### src/rtl/run_monitor_pkg.sv
// rtl/run_monitor_pkg.sv - shared state encoding and constants for the run monitor
package run_monitor_pkg;

  typedef enum logic [2:0] {
    ST_IDLE  = 3'd0,
    ST_RUN   = 3'd1,
    ST_DRAIN = 3'd2,
    ST_DONE  = 3'd3,
    ST_TMO   = 3'd4
  } state_t;

  localparam logic [31:0] DEFAULT_HALT_WORD = 32'h0000DEAD;
  localparam int          DRAIN_BITS        = 8;

endpackage

### src/rtl/run_monitor_if.sv
// rtl/run_monitor_if.sv - fetched instruction tap (valid, word, pc) between processor and monitor
interface run_monitor_if #(
  parameter int DBITS = 32
);

  logic             inst_valid;
  logic [DBITS-1:0] inst_word;
  logic [DBITS-1:0] pc;

  modport master (output inst_valid, inst_word, pc);
  modport slave  (input  inst_valid, inst_word, pc);

endinterface

### src/rtl/pc_history_buf.sv
// rtl/pc_history_buf.sv - circular PC history with newest-first combinational read
// Only instantiated when RUN_MONITOR_PC_HIST_EN is defined.
module pc_history_buf
  import run_monitor_pkg::*;
#(
  parameter int  DBITS = 32,
  parameter int  DEPTH = 8,
  localparam int AW    = $clog2(DEPTH)
) (
  input  logic             clk,
  input  logic             reset,
  input  logic             clr,
  input  logic             wr_en,
  input  logic [DBITS-1:0] wr_data,
  input  logic [AW-1:0]    rd_idx,
  output logic [DBITS-1:0] rd_data
);

  logic [DBITS-1:0] mem [DEPTH];
  logic [AW-1:0]    wptr;
  logic [AW-1:0]    rd_addr;

  always_ff @(posedge clk or negedge reset) begin
    if (!reset) begin
      wptr <= '0;
      for (int i = 0; i < DEPTH; i++) mem[i] <= '0;
    end else if (clr) begin
      wptr <= '0;
      for (int i = 0; i < DEPTH; i++) mem[i] <= '0;
    end else if (wr_en) begin
      mem[wptr] <= wr_data;
      wptr      <= wptr + 1'b1;
    end
  end

  // DEPTH is a power of two, so the AW-bit subtraction wraps modulo DEPTH.
  assign rd_addr = wptr - 1'b1 - rd_idx;
  assign rd_data = mem[rd_addr];

endmodule

### src/rtl/run_monitor.sv
// rtl/run_monitor.sv - cycle/instruction counting run monitor with halt sentinel, drain and timeout
// Optional PC history buffer enabled by defining RUN_MONITOR_PC_HIST_EN.
module run_monitor
  import run_monitor_pkg::*;
#(
  parameter int               DBITS          = 32,
  parameter logic [DBITS-1:0] HALT_WORD      = DBITS'(DEFAULT_HALT_WORD),
  parameter logic [DBITS-1:0] HALT_WORD_ALT  = '1,
  parameter int               DRAIN_CYCLES   = 2,
  parameter int               CNT_BITS       = 32,
  parameter int               TIMEOUT_CYCLES = 0,
  parameter int               HIST_DEPTH     = 8
) (
  input  logic                          clk,
  input  logic                          reset,
  input  logic                          start,
  run_monitor_if.slave                  mon,
  output logic                          running,
  output logic                          done,
  output logic                          timed_out,
  output logic [DBITS-1:0]              halt_pc,
  output logic [CNT_BITS-1:0]           cycle_count,
  output logic [CNT_BITS-1:0]           inst_count,
  input  logic [$clog2(HIST_DEPTH)-1:0] hist_idx,
  output logic [DBITS-1:0]              hist_pc
);

  localparam logic [DRAIN_BITS-1:0] DRAIN_LOAD = DRAIN_BITS'(DRAIN_CYCLES);
  localparam logic [CNT_BITS-1:0]   TMO_LAST   = CNT_BITS'(TIMEOUT_CYCLES - 1);

  state_t                state, state_nxt;
  logic [DRAIN_BITS-1:0] drain_cnt;
  logic                  sentinel;
  logic                  clr, cnt_en, inst_inc, halt_hit;

  // When HALT_WORD_ALT equals HALT_WORD the second compare is redundant, which disables it.
  assign sentinel = mon.inst_valid &&
                    ((mon.inst_word == HALT_WORD) || (mon.inst_word == HALT_WORD_ALT));

  always_ff @(posedge clk or negedge reset) begin
    if (!reset) state <= ST_IDLE;
    else        state <= state_nxt;
  end

  always_comb begin
    state_nxt = state;
    clr       = 1'b0;
    cnt_en    = 1'b0;
    inst_inc  = 1'b0;
    halt_hit  = 1'b0;
    case (state)
      ST_IDLE, ST_DONE, ST_TMO: begin
        if (start) begin
          state_nxt = ST_RUN;
          clr       = 1'b1;
        end
      end
      ST_RUN: begin
        cnt_en = 1'b1;
        if (sentinel) begin
          // A sentinel on the timeout cycle takes priority over the timeout.
          halt_hit  = 1'b1;
          state_nxt = (DRAIN_CYCLES == 0) ? ST_DONE : ST_DRAIN;
        end else begin
          inst_inc = mon.inst_valid;
          if ((TIMEOUT_CYCLES != 0) && (cycle_count == TMO_LAST)) state_nxt = ST_TMO;
        end
      end
      ST_DRAIN: begin
        cnt_en = 1'b1;
        if (drain_cnt <= DRAIN_BITS'(1)) state_nxt = ST_DONE;
      end
      default: state_nxt = ST_IDLE;
    endcase
  end

  always_ff @(posedge clk or negedge reset) begin
    if (!reset) begin
      cycle_count <= '0;
      inst_count  <= '0;
      halt_pc     <= '0;
      drain_cnt   <= '0;
    end else begin
      if (clr) begin
        cycle_count <= '0;
        inst_count  <= '0;
        halt_pc     <= '0;
      end else begin
        if (cnt_en && (cycle_count != '1)) cycle_count <= cycle_count + 1'b1;
        if (inst_inc && (inst_count != '1)) inst_count <= inst_count + 1'b1;
        if (halt_hit) halt_pc <= mon.pc;
      end
      if (halt_hit)                drain_cnt <= DRAIN_LOAD;
      else if (state == ST_DRAIN) drain_cnt <= drain_cnt - 1'b1;
    end
  end

  assign running   = (state == ST_RUN) || (state == ST_DRAIN);
  assign done      = (state == ST_DONE);
  assign timed_out = (state == ST_TMO);

`ifdef RUN_MONITOR_PC_HIST_EN
  pc_history_buf #(
    .DBITS (DBITS),
    .DEPTH (HIST_DEPTH)
  ) u_hist (
    .clk     (clk),
    .reset   (reset),
    .clr     (clr),
    .wr_en   ((state == ST_RUN) && mon.inst_valid),
    .wr_data (mon.pc),
    .rd_idx  (hist_idx),
    .rd_data (hist_pc)
  );
`else
  logic unused_hist_idx;
  assign unused_hist_idx = ^hist_idx;
  assign hist_pc         = '0;
`endif

endmodule
### src/flat_wrapper.sv
// flat-port wrapper written by rule: the top's interface ports become plain ports
module run_monitor_flat import run_monitor_pkg::*;
#(
  parameter int               DBITS          = 32,
  parameter logic [DBITS-1:0] HALT_WORD      = DBITS'(DEFAULT_HALT_WORD),
  parameter logic [DBITS-1:0] HALT_WORD_ALT  = '1,
  parameter int               DRAIN_CYCLES   = 2,
  parameter int               CNT_BITS       = 32,
  parameter int               TIMEOUT_CYCLES = 0,
  parameter int               HIST_DEPTH     = 8
)
  (clk, reset, start, running, done, timed_out, halt_pc, cycle_count, inst_count, hist_idx, hist_pc, mon_inst_valid, mon_inst_word, mon_pc);
  run_monitor_if #(.DBITS(DBITS)) mon_i ();
  input  logic clk;
  input  logic reset;
  input  logic start;
  output logic running;
  output logic done;
  output logic timed_out;
  output logic [DBITS-1:0] halt_pc;
  output logic [CNT_BITS-1:0] cycle_count;
  output logic [CNT_BITS-1:0] inst_count;
  input  logic [$clog2(HIST_DEPTH)-1:0] hist_idx;
  output logic [DBITS-1:0] hist_pc;
  input wire logic [$bits(mon_i.inst_valid)-1:0] mon_inst_valid;
  input wire logic [$bits(mon_i.inst_word)-1:0] mon_inst_word;
  input wire logic [$bits(mon_i.pc)-1:0] mon_pc;
  assign mon_i.inst_valid = mon_inst_valid;
  assign mon_i.inst_word = mon_inst_word;
  assign mon_i.pc = mon_pc;
  run_monitor #(.DBITS(DBITS), .HALT_WORD(HALT_WORD), .HALT_WORD_ALT(HALT_WORD_ALT), .DRAIN_CYCLES(DRAIN_CYCLES), .CNT_BITS(CNT_BITS), .TIMEOUT_CYCLES(TIMEOUT_CYCLES), .HIST_DEPTH(HIST_DEPTH)) u_core (.clk(clk), .reset(reset), .start(start), .mon(mon_i), .running(running), .done(done), .timed_out(timed_out), .halt_pc(halt_pc), .cycle_count(cycle_count), .inst_count(inst_count), .hist_idx(hist_idx), .hist_pc(hist_pc));
endmodule
### config.mk
export PLATFORM = sky130hd
export DESIGN_NAME = run_monitor_flat
export DESIGN_NICKNAME = d
export VERILOG_FILES = /design/src/rtl/run_monitor_pkg.sv /design/src/rtl/run_monitor_if.sv /design/src/rtl/pc_history_buf.sv /design/src/rtl/run_monitor.sv /design/src/flat_wrapper.sv
export SDC_FILE = /design/constraint.sdc
export NUM_CORES = 1
export LEC_CHECK = 0
export ABC_CLOCK_PERIOD_IN_PS = 2780
export CAP_MARGIN = 15
export CORE_ASPECT_RATIO = 1.75
export CORE_UTILIZATION = 46
export DETAILED_ROUTE_END_ITERATION = 16
export PLACE_DENSITY = 0.81
export SLEW_MARGIN = 30
export SYNTH_ARGS = -nofsm -noshare
export SYNTH_HDL_FRONTEND = slang
export SYNTH_HIERARCHICAL = 1
export SYNTH_SLANG_ARGS = --single-unit
### constraint.sdc
create_clock -name clk -period 2.78 [get_ports clk]
set_clock_uncertainty 0.2 [all_clocks]
set_input_delay 0.278 -clock clk [delete_from_list [all_inputs] [get_ports clk]]
set_output_delay 0.278 -clock clk [all_outputs]
set_load 0.02 [all_outputs]
# ---- Yosys cells after proc, flatten, opt, wreduce, memory -nomap -nowiden
# Index checks and enable logic that the tools add are counted.
# Widths: inputs -> output; s select.
dict set report word_totals {
  inputBits 71
  wordCells 52
  reg_bits 107
  out_inout_bits 131
}
dict set report op_classes {
  n_reduce_logical 13
  n_lt_le_gt_ge 1
  eq_ne 11
  mux 19
  n_addsub 3
}
# op count
set ops {}
lappend ops {{$mux 32} 6}
lappend ops {{$add 32x1->32 const B} 2}
lappend ops {{$ne 32x32->1 const B} 2}
lappend ops {{$eq 32x16->1 const B} 1}
lappend ops {{$eq 32x32->1 const B} 1}
lappend ops {{$mux 8} 2}
lappend ops {{$mux 3} 3}
lappend ops {{$pmux 3 s3} 1}
lappend ops {{$le 8x1->1 const B} 1}
lappend ops {{$reduce_bool 2->1} 4}
lappend ops {{$sub 8x1->8 const B} 1}
lappend ops {{$mux 1} 7}
lappend ops {{$eq 3x2->1 const B} 2}
lappend ops {{$ne 2x1->1 const B} 2}
lappend ops {{$eq 3x1->1 const B} 1}
lappend ops {{$eq 3x3->1 const B} 1}
lappend ops {{$logic_and 1x1->1} 3}
lappend ops {{$logic_not 3->1} 1}
lappend ops {{$reduce_and 3->1} 1}
lappend ops {{$reduce_or 3->1} 1}
lappend ops {{$logic_or 1x1->1} 2}
lappend ops {{$ne 2x2->1 const B} 1}
lappend ops {{$reduce_or 2->1} 1}

# ---- Logic depth before layout (Yosys ltp)
dict set report logic_depth {
  word_depth 8
  depth_mapped 9
  mapped_depth_nobuf 8
}

# ---- Worst setup path before layout
# OpenSTA, ideal clock, no wires.
dict set report synth_timing {
  path_type {register to register}
  start {register u_core.inst_count[0]}
  end {register u_core.inst_count[9]}
  required_time_ns 2.502
  slack_ns 0.128
  setup_ns 0.078
  path_stages_with_launch 10
  period_less_slack_ns 2.652
  path_buffers 2
  arrival_ns 2.374
  cell_sequence {dfrtp_1 > ha_1 > nand3_1 > nor4_2 > and4_4 > buf_6 > or4_4 > buf_6 > or4_1 > a21oi_1}
}
dict set report synth_via {
  elab_chain_len 3
  word_cells_on_any_way 6
  classes_between {1 x add/sub; 1 x eq/ne; 2 x mux; 2 x reduce/logical}
}
# item line
set synth_rtl {}
lappend synth_rtl {{start: declaration} run_monitor.sv:23} ;# output logic [CNT_BITS-1:0] inst_count,
lappend synth_rtl {{start signal: assignment} run_monitor.sv:90} ;# if (inst_inc && (inst_count != '1)) inst_count <= inst_count + 1'b1;
lappend synth_rtl {{$add 32x1->32 / $ne 32x32->1 (equally long branches)} run_monitor.sv:90}
lappend synth_rtl {{$mux 32 / $logic_and 1x1->1 (equally long branches)} run_monitor.sv:90}
lappend synth_rtl {{$mux 32 / $reduce_bool 2->1 (equally long branches)} --}
# Several ways; a longest one is shown, not always the timed one. The select of a mux whose other input is x is not followed.
# A chain may end at the register's enable or synchronous reset.

# ---- Worst setup path in the final report
dict set report layout_timing {
  start {register u_core.inst_count[1]}
  end {register u_core.inst_count[11]}
}
# The elaborated chain is that of the path after synthesis.

==> results.json <==
{
  "seq_area_frac_synth": 0.461,
  "yosysWarnings": 6,
  "htree_levels": 3,
  "relSlewSlack": 0.527,
  "layout_common_cells": "clkdlybuf4s50_1 (164), dfrtp_1 (106), nand2_1 (72), nand3_1 (68), o21ai_1 (46)",
  "drc_errors": 0,
  "wire_per_inst_um": 15.6,
  "cts_tree": "done",
  "clock-sinks": 106,
  "synth_compound_area_frac": 0.121,
  "dieArea_um2": 13000,
  "portBuffers": 165,
  "leakagePower_nw": 3.15,
  "finalInstanceArea_um2": 7870,
  "cp-end-kind": "flop",
  "startpoint_type": "flop",
  "area_delta_synth_final_pct": 36.6,
  "gp_congestion": 0.848,
  "power_frac_clock": 0.388,
  "crit_path_max_incr_delay_ps": 540,
  "final_nets": 884,
  "fin_crit_sh": 0.943,
  "synthDistinctLibCells": 48,
  "crit_slowest_cell": "or4_4",
  "pwr-share-comb": 0.139,
  "p_int_mw": 2.57,
  "cts_setup_buffers": 0,
  "n_antenna_cell": 0,
  "status": "complete, no violations",
  "hold_class": "input port to flop",
  "io_pins": 202,
  "fmax_ghz": 0.382,
  "first_iter_violations": 304,
  "async_reset_ff_frac": 1.00,
  "clockBufferDepth": 2,
  "syn_area_um2": 5760,
  "grt_overflow_total": 0,
  "ys_seq_elements": 106,
  "synth-simple-area-share": 0.279,
  "synthAdderAreaFrac": 0.0174,
  "place_area_um2": 7540,
  "drtPass1Iterations": 7,
  "clkLatencyLatePin_ps": 350,
  "grt_max_degree": 73,
  "synthCells": 644,
  "cts_inserted_buffers": 9,
  "worstPathRequired_ps": 2850,
  "path_class": "flop to flop",
  "synthMuxAreaShare": 0.0228,
  "cts_resized": 0,
  "vias_per_cell": 5.63,
  "dieWidth_um": 86.6,
  "p_seq_frac": 0.474,
  "final_common_cell": "clkdlybuf4s50_1",
  "finalPower_mw": 3.49,
  "synth_edf_count": 0,
  "antenna_found_initial": 0,
  "synth_xor_area_frac": 0.0213,
  "p_per_area_nw_per_um2": 444,
  "syn_area_per_cell_um2": 8.94,
  "start_util": 0.475,
  "power.switching_mw": 0.920,
  "rsz0062_at_grt": "no",
  "ys.flop_type": "dfrtp_1",
  "crit_fanout": 12,
  "finalCriticalPeriod_ps": 2620,
  "grt_pass1_vias": 5368,
  "switching_share": 0.264,
  "drv_slew": 0,
  "crit_chain": "ha_1 -> nand3_1 -> nor4_2 -> buf_4 -> and4_4 -> or4_4 -> or4_1 -> a21oi_1",
  "worst_ir_drop_vdd_uv": 329,
  "grt_pass1_wl_mm": 24.8,
  "design.core.area_um2": 12100,
  "hold_viol": 0,
  "drive_gt1_frac": 0.0630,
  "maxCapViolations": 0,
  "dp_hpwl_mm": 11.0,
  "antenna_left": 0,
  "track_usage": 0.240,
  "num_rows": 53,
  "path_clk_slew_ps": 80,
  "wl_mm": 15.2,
  "holdBufCountCts": 1,
  "synth_top_family_by_area": "simple AND/OR/NAND/NOR gates",
  "tightest_slew_ps": 708,
  "setup_viol": 0,
  "whs_ps": 272,
  "die_y_um": 150,
  "arrival_ps": 2690,
  "clock_tree.root_cell": "clkbuf_16",
  "num_vias": 5489
}
## synth_stat cells, types with 8 or more instances
cell type,instances,area [um^2]
dfrtp_1,106,2650
and3_1,10,62.6
xor2_1,8,70.1
buf_4,34,255
nand3_1,68,340
a21oi_1,30,150
or3_1,21,131
o21ai_1,46,230
nor4_1,10,62.6
ha_1,8,100
clkbuf_1,19,71.3
or4_1,10,75.1
buf_2,9,45.0
nor3_1,10,50.1
nand4_1,41,257
nand2b_1,9,56.3
nand2_1,73,274
mux2i_1,12,120
o21ai_0,18,90.1
nor2_1,34,128
o31ai_1,12,90.1
## final timing paths
kind                            depth (start not counted)                              from  slack (ps)                            endpoint
worst min-delay path                                    3                        mon_pc[14]         270      u_core/halt_pc[14]$_DFFE_PN0P_
worst max-delay path                                    8  u_core/inst_count[1]$_DFFE_PN0P_         160   u_core/inst_count[11]$_DFFE_PN0P_
min in group asynchronous                               2                             reset         310   u_core/inst_count[18]$_DFFE_PN0P_
worst min register to register                          2    u_core/halt_pc[23]$_DFFE_PN0P_         310      u_core/halt_pc[23]$_DFFE_PN0P_
worst max register to register                          8  u_core/inst_count[1]$_DFFE_PN0P_         160   u_core/inst_count[11]$_DFFE_PN0P_
max in group asynchronous                               3                             reset        1340  u_core/cycle_count[17]$_DFFE_PN0P_
## sequential cells by signal (all words and copies together), names as in the netlist
signal and cells:
u_core/halt_pc 32, u_core/inst_count 32, u_core/cycle_count 32, u_core/state 2, u_core/drain_cnt 8
## metal layers
layer | track usage | wire [um] | up-vias | share of wire
met5 | 0 | 0 | - | 0
met4 | 0.102 | 389 | 0 | 0.026
met3 | 0.0530 | 886 | 38 | 0.058
met2 | 0.437 | 8300 | 196 | 0.54
met1 | 0.263 | 5670 | 2650 | 0.37
li1 | - | - | 2605 | -
## area by class of cell
class,instances,area [um^2]
multi-input cells,496,2810
clock inverters,6,78.8
flip-flops and latches,106,2650
well taps,165,206
inverters,6,22.5
repair buffers,186,1860
fillers,1010,4270
clock buffers,10,239
## worst max-delay path, delay by kind of cell (launching register included)
kind | cells | cell delay, ps
buffers and inverters | 1 | 170
flip-flops | 1 | 440
AND/OR/NAND/NOR | 5 | 1370
adder cells (fa/ha/maj) | 1 | 230
AO/OA/AOI/OAI | 1 | 140
## per-stage QoR
step	TNS (ps)	worst slack, ps	util	cells
floorplan	0	128	-	676
global placement	-3930	-121	0.621	958
detailed placement	-6430	-180	0.621	958
CTS	0	172	0.648	975
global route	0	24.8	0.648	975
finish	0	159	0.648	975
## cell families after synthesis
group | count (synthesis)
and+or+nand+nor | 306
adders and majority gates | 8
other | 1
muxes | 13
buffers and inverters | 74
AOI/OAI and AO/OA | 122
DFF | 106
xor gates and xnor gates | 14
## power by group through the flow
stage / Sequential (mW) / Combinational, mW / Clock, mW
5_1_grt: 1.66 / 0.522 / 1.43
3_5_place_dp: 1.68 / 0.484 / 0
2_1_floorplan: 1.73 / 0.179 / 0
6_report: 1.65 / 0.484 / 1.35
4_1_cts: 1.65 / 0.487 / 1.38
3_3_place_gp: 1.68 / 0.466 / 0
(Power assumes the default switching activity.)
